==> src/rtl/sata_ctrl_pkg.sv <==
`default_nettype none
// ============================================================================
// Module   : sata_ctrl_pkg
// Brief    : Shared types and constants for the trn_c control transmitter.
// Revision : 1.0 - initial release
// ============================================================================
package sata_ctrl_pkg;

    typedef enum logic [2:0] {
        ST_IDLE    = 3'd0,
        ST_HDR     = 3'd1,
        ST_DATA    = 3'd2,
        ST_WAIT_OK = 3'd3,
        ST_ABORT   = 3'd4
    } state_t;

    localparam logic [7:0] c_WORD0_TAG = 8'hC5;

    typedef struct packed {
        logic [3:0]  code;
        logic [31:0] data;
    } evt_t;

    localparam int c_EVT_W = $bits(evt_t);

    function automatic logic [31:0] make_word0(input logic [3:0] code);
        return {c_WORD0_TAG, 20'h0, code};
    endfunction

endpackage
`default_nettype wire

==> src/rtl/ctrl_evt_fifo.sv <==
`default_nettype none
// ============================================================================
// Module   : ctrl_evt_fifo
// Brief    : Synchronous event FIFO with pointer/count bookkeeping.
// Revision : 1.0 - initial release
// ============================================================================
module ctrl_evt_fifo #(
    parameter int C_DEPTH = 4,
    parameter int C_WIDTH = 36
) (
    input  logic               clk,
    input  logic               rst,
    input  logic               i_push,
    input  logic [C_WIDTH-1:0] i_din,
    input  logic               i_pop,
    output logic [C_WIDTH-1:0] o_dout,
    output logic               o_empty,
    output logic               o_full
);

    localparam int c_AW = $clog2(C_DEPTH);
    localparam logic [c_AW-1:0] c_PTR_ONE  = c_AW'(1);
    localparam logic [c_AW:0]   c_CNT_ONE  = (c_AW + 1)'(1);
    localparam logic [c_AW:0]   c_CNT_FULL = (c_AW + 1)'(C_DEPTH);

    logic [C_WIDTH-1:0] r_mem [C_DEPTH];
    logic [c_AW-1:0]    r_wr_ptr;
    logic [c_AW-1:0]    r_rd_ptr;
    logic [c_AW:0]      r_count;
    logic               r_full;

    logic               w_push;
    logic               w_pop;
    logic [c_AW:0]      w_count_next;

    assign w_push = i_push && !r_full;
    assign w_pop  = i_pop && (r_count != '0);

    always_comb begin
        w_count_next = r_count;
        if (w_push && !w_pop) begin
            w_count_next = r_count + c_CNT_ONE;
        end else if (w_pop && !w_push) begin
            w_count_next = r_count - c_CNT_ONE;
        end
    end

    always_ff @(posedge clk) begin
        if (w_push) begin
            r_mem[r_wr_ptr] <= i_din;
        end
    end

    // Full is registered from the next count so it rises right after the filling push
    always_ff @(posedge clk) begin
        if (rst) begin
            r_wr_ptr <= '0;
            r_rd_ptr <= '0;
            r_count  <= '0;
            r_full   <= 1'b0;
        end else begin
            if (w_push) begin
                r_wr_ptr <= r_wr_ptr + c_PTR_ONE;
            end
            if (w_pop) begin
                r_rd_ptr <= r_rd_ptr + c_PTR_ONE;
            end
            r_count <= w_count_next;
            r_full  <= (w_count_next == c_CNT_FULL);
        end
    end

    assign o_dout  = r_mem[r_rd_ptr];
    assign o_empty = (r_count == '0);
    assign o_full  = r_full;

endmodule
`default_nettype wire

==> src/rtl/sata_ctrl_tx.sv <==
`default_nettype none
// ============================================================================
// Module   : sata_ctrl_tx
// Brief    : Link-layer trn_c transmitter turning queued events into 2-word frames.
// Revision : 1.0 - initial release
// ============================================================================
module sata_ctrl_tx
    import sata_ctrl_pkg::*;
#(
    parameter int C_FIFO_DEPTH = 4,
    parameter int C_TIMEOUT    = 1024
) (
    input  logic        phyclk,
    input  logic        phyreset,
    input  logic        ev_valid,
    output logic        ev_ready,
    input  logic [3:0]  ev_code,
    input  logic [31:0] ev_data,
    output logic        trn_csof_n,
    output logic        trn_ceof_n,
    output logic [31:0] trn_cd,
    output logic        trn_csrc_rdy_n,
    output logic        trn_csrc_dsc_n,
    input  logic        trn_cdst_rdy_n,
    input  logic        trn_cdst_dsc_n,
    input  logic        trn_cdst_lock_n,
    output logic        tx_busy,
    output logic        tx_done,
    output logic        tx_timeout
);

    localparam int c_TMO_W = $clog2(C_TIMEOUT) + 1;
    localparam logic [c_TMO_W-1:0] c_TMO_LAST = c_TMO_W'(C_TIMEOUT - 1);
    localparam logic [c_TMO_W-1:0] c_TMO_ONE  = c_TMO_W'(1);

    state_t              r_state;
    state_t              w_state_next;
    evt_t                r_evt;
    evt_t                w_evt_next;
    evt_t                w_fifo_dout;
    logic                w_fifo_empty;
    logic                w_fifo_full;
    logic                w_pop;
    logic                w_ack;
    logic                w_ok;
    logic                w_tmo_hit;
    logic                w_waiting;
    logic                r_ok_seen;
    logic [c_TMO_W-1:0]  r_tmo_cnt;
    logic                w_unused;

    logic                r_csof_n;
    logic                r_ceof_n;
    logic [31:0]         r_cd;
    logic                r_rdy_n;
    logic                r_dsc_n;
    logic                r_busy;
    logic                r_tx_done;
    logic                r_tx_timeout;

    assign w_ack     = ~trn_cdst_rdy_n;
    assign w_ok      = ~trn_cdst_dsc_n;
    assign w_unused  = trn_cdst_lock_n;
    assign w_tmo_hit = (r_tmo_cnt == c_TMO_LAST);
    assign w_waiting = (r_state == ST_HDR) || (r_state == ST_DATA) || (r_state == ST_WAIT_OK);

    ctrl_evt_fifo #(
        .C_DEPTH (C_FIFO_DEPTH),
        .C_WIDTH (c_EVT_W)
    ) u_fifo (
        .clk     (phyclk),
        .rst     (phyreset),
        .i_push  (ev_valid),
        .i_din   ({ev_code, ev_data}),
        .i_pop   (w_pop),
        .o_dout  (w_fifo_dout),
        .o_empty (w_fifo_empty),
        .o_full  (w_fifo_full)
    );

    assign ev_ready = ~w_fifo_full;

    // Holding back one IDLE cycle after tx_done keeps back-to-back frames apart
    always_comb begin
        w_state_next = r_state;
        w_pop        = 1'b0;
        unique case (r_state)
            ST_IDLE: begin
                if (!w_fifo_empty && !r_tx_done) begin
                    w_pop        = 1'b1;
                    w_state_next = ST_HDR;
                end
            end
            ST_HDR: begin
                if (w_ack)          w_state_next = ST_DATA;
                else if (w_tmo_hit) w_state_next = ST_ABORT;
            end
            ST_DATA: begin
                if (w_ack)          w_state_next = ST_WAIT_OK;
                else if (w_tmo_hit) w_state_next = ST_ABORT;
            end
            ST_WAIT_OK: begin
                if (w_ok || r_ok_seen) w_state_next = ST_IDLE;
                else if (w_tmo_hit)    w_state_next = ST_ABORT;
            end
            ST_ABORT: w_state_next = ST_IDLE;
            default:  w_state_next = ST_IDLE;
        endcase
    end

    assign w_evt_next = w_pop ? w_fifo_dout : r_evt;

    always_ff @(posedge phyclk) begin
        if (phyreset) begin
            r_state   <= ST_IDLE;
            r_evt     <= '0;
            r_ok_seen <= 1'b0;
            r_tmo_cnt <= '0;
        end else begin
            r_state <= w_state_next;
            r_evt   <= w_evt_next;
            if (w_state_next == ST_IDLE || w_state_next == ST_ABORT) begin
                r_ok_seen <= 1'b0;
            end else if (w_ok && (r_state == ST_HDR || r_state == ST_DATA)) begin
                r_ok_seen <= 1'b1;
            end
            if (w_state_next != r_state) begin
                r_tmo_cnt <= '0;
            end else if (w_waiting) begin
                r_tmo_cnt <= r_tmo_cnt + c_TMO_ONE;
            end
        end
    end

    // Outputs are decoded from the next state so they line up with the state register
    always_ff @(posedge phyclk) begin
        if (phyreset) begin
            r_csof_n     <= 1'b1;
            r_ceof_n     <= 1'b1;
            r_cd         <= '0;
            r_rdy_n      <= 1'b1;
            r_dsc_n      <= 1'b1;
            r_busy       <= 1'b0;
            r_tx_done    <= 1'b0;
            r_tx_timeout <= 1'b0;
        end else begin
            r_csof_n     <= 1'b1;
            r_ceof_n     <= 1'b1;
            r_cd         <= '0;
            r_rdy_n      <= 1'b1;
            r_dsc_n      <= 1'b1;
            r_tx_done    <= 1'b0;
            r_tx_timeout <= 1'b0;
            r_busy       <= (w_state_next != ST_IDLE);
            unique case (w_state_next)
                ST_HDR: begin
                    r_cd     <= make_word0(w_evt_next.code);
                    r_csof_n <= 1'b0;
                    r_rdy_n  <= 1'b0;
                end
                ST_DATA: begin
                    r_cd     <= w_evt_next.data;
                    r_ceof_n <= 1'b0;
                    r_rdy_n  <= 1'b0;
                end
                ST_ABORT: begin
                    r_dsc_n      <= 1'b0;
                    r_tx_timeout <= 1'b1;
                end
                ST_IDLE: begin
                    r_tx_done <= (r_state == ST_WAIT_OK);
                end
                default: begin
                end
            endcase
        end
    end

    assign trn_csof_n     = r_csof_n;
    assign trn_ceof_n     = r_ceof_n;
    assign trn_cd         = r_cd;
    assign trn_csrc_rdy_n = r_rdy_n;
    assign trn_csrc_dsc_n = r_dsc_n;
    assign tx_busy        = r_busy;
    assign tx_done        = r_tx_done;
    assign tx_timeout     = r_tx_timeout;

endmodule
`default_nettype wire

==> config.mk <==
export PLATFORM = sky130hd
export DESIGN_NAME = sata_ctrl_tx
export DESIGN_NICKNAME = d
export VERILOG_FILES = /design/src/rtl/sata_ctrl_pkg.sv /design/src/rtl/ctrl_evt_fifo.sv /design/src/rtl/sata_ctrl_tx.sv
export SDC_FILE = /design/constraint.sdc
export NUM_CORES = 1
export LEC_CHECK = 0
export BUFFER_PORTS_ARGS = -buffer_cell sky130_fd_sc_hd__buf_2
export CAP_MARGIN = 10
export CORE_ASPECT_RATIO = 1.4
export CORE_UTILIZATION = 58
export DETAILED_ROUTE_END_ITERATION = 7
export PLACE_DENSITY = 0.84
export SKIP_LAST_GASP = 1
export SYNTH_ARGS = -nofsm -noshare
export SYNTH_HDL_FRONTEND = slang
export SYNTH_SLANG_ARGS = --single-unit
export TNS_END_PERCENT = 10
==> constraint.sdc <==
create_clock -name phyclk -period 3.4 [get_ports phyclk]
set_input_delay 1.02 -clock phyclk [delete_from_list [all_inputs] [get_ports phyclk]]
set_output_delay 1.02 -clock phyclk [all_outputs]
set_load 0.01 [all_outputs]
---- After elaboration in Yosys (flattened, before gate mapping) ----
Memory sizes are Yosys's and may differ from the RTL's. A register that Yosys moved wholly into a read port is not among the register bits.
Index checks and enable logic that the tools add are counted.
cells by class
  multiplexer cells ....................... 21
  equality and inequality tests ........... 9
  add/subtract/negate cells ............... 5
  reductions and logical operators ........ 24
  bitwise logic cells ..................... 3
operators with widths
  cell                   count
  $pmux 32 s2            1
  $mux 36                1
  $mux 3                 7
  $pmux 3 s4             1
  $add 11x1->11 const B  1
  $eq 11x10->1 const B   1
  $eq 3x2->1 const B     3
  $logic_not 3->1        3
  $mux 1                 9
  $reduce_or 2->1        4
  $eq 3x1->1 const B     2
  $eq 3x3->1 const B     2
  $logic_and 1x1->1      6
  $reduce_bool 3->1      2
  $logic_not 1->1        5
  $add 2x1->2 const B    2
  $logic_or 1x1->1       4
  $mux 2                 2
  $add 3x1->3 const B    1
  $ne 3x3->1             1
  $not 1->1              3
  $sub 3x1->3 const B    1
word-level totals
  register bits after elaboration ......... 98
  memories ................................ 1
  RAM bits ................................ 144
  word-level logic and storage cells ...... 80
  output and inout port bits .............. 40
  bits of input ports ..................... 42
memories
  memory        depth  width  read ports  clocked after Yosys merged registers in  wr ports  line                 text
  u_fifo.r_mem  4      36     1           1                                        1         ctrl_evt_fifo.sv:26  logic [C_WIDTH-1:0] r_mem [C_DEPTH];

---- Depth between registers and ports, before layout ----
Gate-level depths: netlist of run 1.
  word-level depth ........................ 10
  depth in mapped cells ................... 10
  depth with buffers taken out ............ 8

---- Hierarchy ----
From an unflattened synthesis of run 1, not the netlist that was laid out.
unflattened totals
  cells, all modules ...................... 543
  area total of the unflattened synthesis .. 8929.8 um2
by module, submodules not included
  module         sequential area each (um2)  times used  area each (um2)  cells each
  ctrl_evt_fifo  4524.3                      1           5751.8           245
  sata_ctrl_tx   1801.7                      1           3178.0           298

---- Worst setup path before layout of run 1 ----
No wires, ideal clock.
  path type ............................... input -> register
  start ................................... in ev_valid
  end ..................................... mem u_fifo.r_mem[1][0] (enable)
  library setup time ...................... 0.397 ns
  required time ........................... 3.003 ns
  arrival ................................. 2.534 ns
  buffers on the path ..................... 2
  stages on the path ...................... 4
  setup slack ............................. 0.469 ns
  cell sequence ........................... nor2b_1 clkbuf_1 clkbuf_1 and2_1
between the ends
  longest elaborated chain between the ends .. 3
RTL lines
  what                          line                 text
  start: declaration            sata_ctrl_tx.sv:15   input logic ev_valid,
  $logic_and 1x1->1             ctrl_evt_fifo.sv:36  assign w_push = i_push && !r_full;
  $mux 1                        ctrl_evt_fifo.sv:49  if (w_push) begin
  $mux 1 (not written as such)  ctrl_evt_fifo.sv:50  r_mem[r_wr_ptr] <= i_din;
  end: declaration              ctrl_evt_fifo.sv:26
No other way between the ends.

---- Worst setup path after layout of run 1 ----
  start ................................... reg u_fifo.r_count[0]
  end ..................................... reg u_fifo.r_full, in the netlist u_fifo.o_full
between the ends
  longest elaborated chain between the ends .. 10
  elaborated cells between the ends (all ways) .. 15
  those cells by class .................... 2 x add/sub; 1 x eq/ne; 4 x mux; 8 x reduce/logical
RTL lines
  what                                                  line                                      text
  start: declaration                                    ctrl_evt_fifo.sv:29                       logic [c_AW:0] r_count;
  start signal: assignment                              ctrl_evt_fifo.sv:68                       r_count <= w_count_next;
  $logic_not 3->1                                       ctrl_evt_fifo.sv:74                       assign o_empty = (r_count == '0);
  $logic_not 1->1                                       sata_ctrl_tx.sv:89                        if (!w_fifo_empty && !r_tx_done) begin
  $logic_and 1x1->1                                     sata_ctrl_tx.sv:89
  $mux 1                                                sata_ctrl_tx.sv:89
  $mux 1                                                sata_ctrl_tx.sv:87                        unique case (r_state)
  $logic_and 1x1->1                                     ctrl_evt_fifo.sv:37                       assign w_pop = i_pop && (r_count != '0);
  $logic_and 1x1->1 or $logic_not 1->1 (tied branches)  ctrl_evt_fifo.sv:43, ctrl_evt_fifo.sv:41
  $mux 3 or $logic_and 1x1->1 (tied branches)           ctrl_evt_fifo.sv:43, ctrl_evt_fifo.sv:41
  $mux 3 (*)                                            ctrl_evt_fifo.sv:41                       if (w_push && !w_pop) begin
  $eq 3x3->1 (*)                                        ctrl_evt_fifo.sv:69                       r_full <= (w_count_next == c_CNT_FULL);
  end signal: assignment                                ctrl_evt_fifo.sv:69
  end: declaration                                      ctrl_evt_fifo.sv:30                       logic r_full;
Mark *: on every way between the ends. The rest lies on a longest branch, timed or not.
A chain may end at the register's enable or synchronous reset.

==> reports/results.ini, run 1 <==
[outcome]
status=finished, final reports clean

[global_route]
first_global_vias=5326
busiest_layer=met2
grt_use_met2_pct=40.7
grt_antenna_before_repair=2
grtUsageMet1_pct=25.2
globalRoute.totalOverflow=0
grt.met3_usage_pct=3.72
grt_first_pass_wirelength_um=26700
grt.total_usage_pct=22.2
maximum_number_of_pins_on_one_net_before_global_route_repair=37

[yosys]
synthesis.area_per_instance_um2=15.1
mappedNetlistArea_mm2=0.00888
syn_nets=637
synth-seq-area-share_pct=71.3
ys_seq_elements=244
main_combinational_cell_family_by_area_after_synthesis=simple AND/OR/NAND/NOR gates
yosys.area_share.simple_pct=9.61
post_synth_fa_ha_maj_area_fraction_pct=1.13
ys_warn_count=0
post_synth_mux_area_share_pct=9.24
post_synthesis_cell_type_count=49
compound_gate_fraction_of_synth_area_pct=4.59
synth_xor_area_share_pct=1.68
synthesis.instances=587

[pwr]
leakage_nw=3.76
share_of_power_burned_in_the_clock_network_pct=29.9
share_of_total_power_in_sequential_cells_pct=45.3
reported_net_switching_power_mw=2.54
sw_frac_of_total_pct=29.0
power_density_mw_per_mm2=856
comb_power_share_pct=24.8
max-vdd-ir-drop_mv=0.442
power.internal_mw=6.23
post-layout-total-power_mw=8.78

[die]
die_x_um=107
core_area_mm2=0.0150
io-pin-count=82
die_area_mm2=0.0158
row_count=53
fp.dieH_um=148
initial_utilization_pct=59.2

[route]
firstDrtPassIters=5
ant_nets=0
routed_wl_um=16900
detailroute.via_count=4940
viasPerCell=5.60
wl_per_cell_um=19.1
drtIter0Drc=221
drc=0

[sta]
timing.fmax_mhz=377
setup_tns_ns=0
finalHoldViolations=0
maxSlewHeadroom_pct=33.8
timing.final.ws_setup_ns=0.749
finalCriticalPeriod_ns=2.65
tightestPinTransition_ns=0.994
rsz_0062_raised_after_global_routing=false
finalSetupViolations=0
final_critical_path_share_of_the_clock_period_pct=78.0
fin_worst_skew_ns=0.0214
slew_viol_final=0

[critical_path]
timing.critical_path.buf_inv=2
path_delay_family=simple AND/OR/NAND/NOR gates
slowest_delay_ns=0.54
worst_r2r_start=u_fifo.r_count[0]
cp_cell_sequence=inv_1, ha_1, ha_1, nor2_1, nand3b_1, buf_4, nor3b_1, o21ai_0, a21boi_0
r2r_setup_slack_ns=0.75
worst_path_max_delay_cell=nand3b_1
r2r_end=u_fifo.o_full
crit_end=u_fifo.o_full
worst-path-stages=9
cp.required_ns=3.82
arrival_time_at_the_worst_endpoint_ns=3.07
worst_path_most_repeated_cell=ha_1
critical_path.max_fanout=26
crit_path_end_kind=register
worst-setup-path-type=register to register
crit_path_launch=u_fifo.r_count[0]
critical_path.startpoint_type=register
reg2reg_depth=9

[layout]
final_common_cell=edfxtp_1
post_route_cells_drive_above_1_share_pct=26.9
most-common-layout-cells=144 x edfxtp_1, 98 x dfxtp_1, 86 x nand2_1
nFillCells=979
post-route-cell-area_mm2=0.0103
nNetsFinal=723
multiInputGateArea_mm2=0.00234
final-seq-area_mm2=0.00633
finish.utilization_pct=68.4
area_growth_syn_to_layout_pct=15.5

[place]
setup_slack_at_placement_ns=0.741
place.port_buffers=80
place_area_mm2=0.00947
hpwl_um=10300
gp_routability_congestion=0.780

[clock_tree]
cts_hold_buf=0
clock-sinks=244
maximum_clock_insertion_buffer_count=3
tritoncts=built
postCtsResizedCells=0
clkSlewWorstSetupHoldPaths_ns=0.06
post-cts-setup-buffers=0
clk_latency_ns=0.51
tritoncts.num_buffers=22
cts-htree-levels=1
clk_root_buffer_cell=clkbuf_16

[hold_path]
hp-class=register to register

[flow_run]
cap_violations=0

==> Yosys cell counts, drive strengths merged <==
master  count  area, um^2
xnor2       8        70.1
edfxtp    144        4320
nand2      86         323
inv        10        37.5
a311oi      1        8.76
a31oi       1        6.26
a22o        4        35.0
nand4       2        18.8
nor2b       2        20.0
o21a        1        7.51
or3         2        17.5
o21ai       3        15.0
or2b        2        16.3
ha          8         100
a21o        4        35.0
a21boi      2        26.3
clkbuf     16        81.3
nand3b      3        22.5
o211ai      3        22.5
nor2       30         113
and3        4        25.0
nand4b      2        17.5
mux4       36         811
nor3        3        15.0
xor2        9        78.8
mux2i       1        10.0
dfxtp     100        2000
o21ba       1        10.0
and4        2        18.8
buf        15         103
and2       28         175
a211oi      2        15.0
and3b       2        17.5
a21oi      43         226
nor3b       3        33.8
nand3       4        20.0
==> power groups by stage <==
stage                     registers (mW)  logic [mW]  clock network (mW)
after detailed placement            4.03        2.15                   0
after floorplan                     3.93        1.66                   0
final                               3.97        2.18                2.63
after global placement              3.98        2.05                   0
after global routing                4.02        2.39                2.77
after CTS                           3.98        2.20                2.66
==> through the flow <==
stage	instances	hold slack, ns
after floorplan	587	0.429
after global placement	841	0.441
after detailed placement	841	0.445
after CTS	880	0.460
after global routing	882	0.476
final	882	0.457
==> worst register-to-register path: stages (launching register included) <==
cell      delay [ns]
dfxtp_1         0.40
inv_1           0.07
ha_1            0.20
ha_1            0.19
nor2_1          0.21
nand3b_1        0.54
buf_4           0.47
nor3b_1         0.23
o21ai_0         0.11
a21boi_0        0.16
==> worst min-delay path by stage <==
stage	start	endpoint	slack (ns)	cells past startpoint
6_report	r_evt[28]	r_evt[28]	0.46	2
5_1_grt	r_evt[12]	r_evt[12]	0.48	2
4_1_cts	r_evt[28]	r_evt[28]	0.46	2
3_5_place_dp	r_evt[14]	r_evt[14]	0.45	2
3_3_place_gp	r_evt[9]	r_evt[9]	0.44	2
2_1_floorplan	r_evt[20]	r_evt[20]	0.43	2
==> cell families after synthesis <==
family          after synthesis
compound gates               65
mux                          37
fa+ha+maj                     8
flops                       244
xor+xnor                     17
simple gates                175
buf+inv                      41
==> flip-flops by register name, indices dropped and copies added (netlist names), named ones only <==
signal,flops
r_evt,36
trn_csof_n,1
u_fifo.r_rd_ptr,2
r_tmo_cnt,11
u_fifo.r_count,3
tx_timeout,1
trn_ceof_n,1
r_ok_seen,1
r_state,3
u_fifo.r_wr_ptr,2
u_fifo.r_mem,144
trn_csrc_rdy_n,1
tx_busy,1
trn_cd,32
tx_done,1
u_fifo.o_full,1
trn_csrc_dsc_n,1
==> layout make-up <==
type | instances | share of cell area [%]
tap | 192 | 2.34
antenna | 2 | 0.0488
clock inverter | 13 | 1.92
inverter | 10 | 0.366
timing repair buffer | 93 | 5.10
clock buffer | 26 | 5.72
sequential | 244 | 61.7
multi-input combinational | 302 | 22.8
==> metal layers <==
layer / part of all wire [%] / routed length [um] / vias up
met1: 37 / 6280 / 2455
li1: - / - / 2297
met2: 55 / 9250 / 157
met5: 0 / 0 / -
met3: 5.5 / 925 / 31
met4: 2.3 / 395 / 0
No activity file was read; power rests on OpenSTA's default activity.
==> run 2, diff against run 1 <==
==> constraint.sdc (replaced) <==
create_clock -name phyclk -period 2.53 [get_ports phyclk]
set_input_delay 0.759 -clock phyclk [delete_from_list [all_inputs] [get_ports phyclk]]
set_output_delay 0.759 -clock phyclk [all_outputs]
set_load 0.01 [all_outputs]
==> reports/results.ini, run 2 (synthesized netlist as in run 1, its figures left out) <==
[global_route]
grt_antenna_before_repair=1  ; -1
globalRoute.totalOverflow=0  ; unchanged
first_global_vias=5178  ; -2.8%
grt_first_pass_wirelength_um=26400  ; -1.1%
grt.total_usage_pct=21.6  ; -0.58 points
maximum_number_of_pins_on_one_net_before_global_route_repair=35  ; -5.4%

[pwr]
power_density_mw_per_mm2=1110  ; +30%
share_of_power_burned_in_the_clock_network_pct=26.3  ; -3.6 points
power.internal_mw=7.95  ; +28%
post-layout-total-power_mw=11.3  ; +29%
reported_net_switching_power_mw=3.38  ; +33%
leakage_nw=3.74  ; -0.56%
comb_power_share_pct=27.0  ; +2.2 points
share_of_total_power_in_sequential_cells_pct=46.7  ; +1.4 points
max-vdd-ir-drop_mv=0.681  ; +54%
sw_frac_of_total_pct=29.8  ; +0.87 points

[hold_path]
hp-class=register to register
worstHoldPathCells=2  ; unchanged

[route]
drc=0  ; unchanged
viasPerCell=5.56  ; -0.67%
firstDrtPassIters=4  ; -1
wl_per_cell_um=18.6  ; -2.5%
routed_wl_um=16500  ; -2.1%
detailroute.via_count=4929  ; -0.22%
drtIter0Drc=367  ; +66%
ant_nets=0  ; unchanged

[sta]
finalCriticalPeriod_ns=2.18  ; -0.470 ns
final_critical_path_share_of_the_clock_period_pct=86.2  ; +8.2 points
rsz_0062_raised_after_global_routing=false
slew_viol_final=0  ; unchanged
setup_tns_ns=0  ; unchanged
timing.fmax_mhz=459  ; +22%
finalHoldViolations=0  ; unchanged
fin_worst_skew_ns=0.00924  ; -0.0121 ns
maxSlewHeadroom_pct=59.7  ; +26 points
finalSetupViolations=0  ; unchanged
tightestPinTransition_ns=0.604  ; -0.389 ns

[layout]
largest_register_ff_count=144  ; unchanged
area_growth_syn_to_layout_pct=15.0
post_route_cells_drive_above_1_share_pct=27.0  ; +0.095 points
finish.utilization_pct=68.1  ; -0.30 points
most-common-layout-cells=144 x edfxtp_1, 98 x dfxtp_1, 86 x nand2_1
nNetsFinal=729  ; +0.83%
largest_register_by_flop_count=u_fifo.r_mem
final_common_cell=edfxtp_1

[clock_tree]
tritoncts.num_buffers=21  ; -4.5%
clk_root_buffer_cell=clkbuf_16
clkSlewWorstSetupHoldPaths_ns=0.07  ; about the same
post-cts-setup-buffers=0  ; unchanged
clk_latency_ns=0.49  ; -0.02 ns
maximum_clock_insertion_buffer_count=3  ; unchanged
clock-sinks=244  ; unchanged
postCtsResizedCells=0  ; unchanged
cts_hold_buf=0  ; unchanged
cts-htree-levels=1  ; unchanged
tritoncts=built

[die]
die_x_um=107  ; unchanged
fp.dieH_um=148  ; unchanged
row_count=53  ; unchanged
initial_utilization_pct=59.2  ; unchanged
die_area_mm2=0.0158  ; unchanged
io-pin-count=82  ; unchanged
core_area_mm2=0.0150  ; unchanged

[flow_run]
cap_violations=0  ; unchanged

[critical_path]
cp.required_ns=2.96  ; -0.86 ns
critical_path.max_fanout=25  ; -3.8%
crit_path_end_kind=register
arrival_time_at_the_worst_endpoint_ns=2.61  ; -0.46 ns
critical_path.startpoint_type=register
worst-setup-path-type=register to register
reg2reg_depth=9  ; unchanged

[place]
place.port_buffers=80  ; unchanged
hpwl_um=10100  ; -1.4%
gp_routability_congestion=0.805  ; +3.2%

[outcome]
status=finished, final reports clean

run 2: worst max-delay path, cell delays in order, from the launching register on:
cell and delay (ns):
dfxtp_1 0.40, inv_1 0.07, ha_1 0.20, ha_1 0.18, nor2_1 0.22, and3b_2 0.26, buf_4 0.31, nand2_1 0.09
a21oi_1 0.21, and2_1 0.17
run 2: per-layer routing:
metal	vias to the layer above	share of wire, %	global-route usage [%]
met5	-	0	0
met4	0	1.9	7.12
met3	28	5.1	3.20
met2	142	54	39.5
met1	2453	39	26.1
li1	2306	-	-
run 2: layout make-up:
cell class,instances,area (um^2)
clock inverters,12,87.6
fillers,1009,4780
inverters,10,37.5
multi-input cells,302,2340
clock buffers,25,551
diodes,1,2.50
flip-flops and latches,244,6330
well taps,192,240
repair buffers,100,626
run 2: stage by stage:
stage	setup WS [ns]	hold WS [ns]	cells	cell area, um^2
detailed placement	0.336	0.448	848	9570
finish	0.349	0.461	886	10200
global route	0.168	0.473	886	10200
floorplan	-0.140	0.429	587	8880
CTS	0.348	0.464	885	10200
global placement	0.395	0.441	848	9570
run 2: power by group through the flow:
stage / clock network [mW] / registers [mW] / logic, mW
5_1_grt: 3.18 / 5.35 / 3.38
4_1_cts: 3.04 / 5.29 / 3.10
3_3_place_gp: 0 / 5.31 / 2.93
6_report: 2.98 / 5.29 / 3.06
2_1_floorplan: 0 / 5.28 / 2.23
3_5_place_dp: 0 / 5.36 / 3.07
run 2: path summary, 6_finish.rpt:
| check | startpoint | end | slack, ns |
|---|---|---|---|
| min reg2reg | r_evt[28] | r_evt[28] | 0.46 |
| max reg2reg | u_fifo.r_count[0] | trn_cd[14] | 0.35 |
| max | u_fifo.r_count[0] | trn_cd[14] | 0.35 |
| min | r_evt[28] | r_evt[28] | 0.46 |
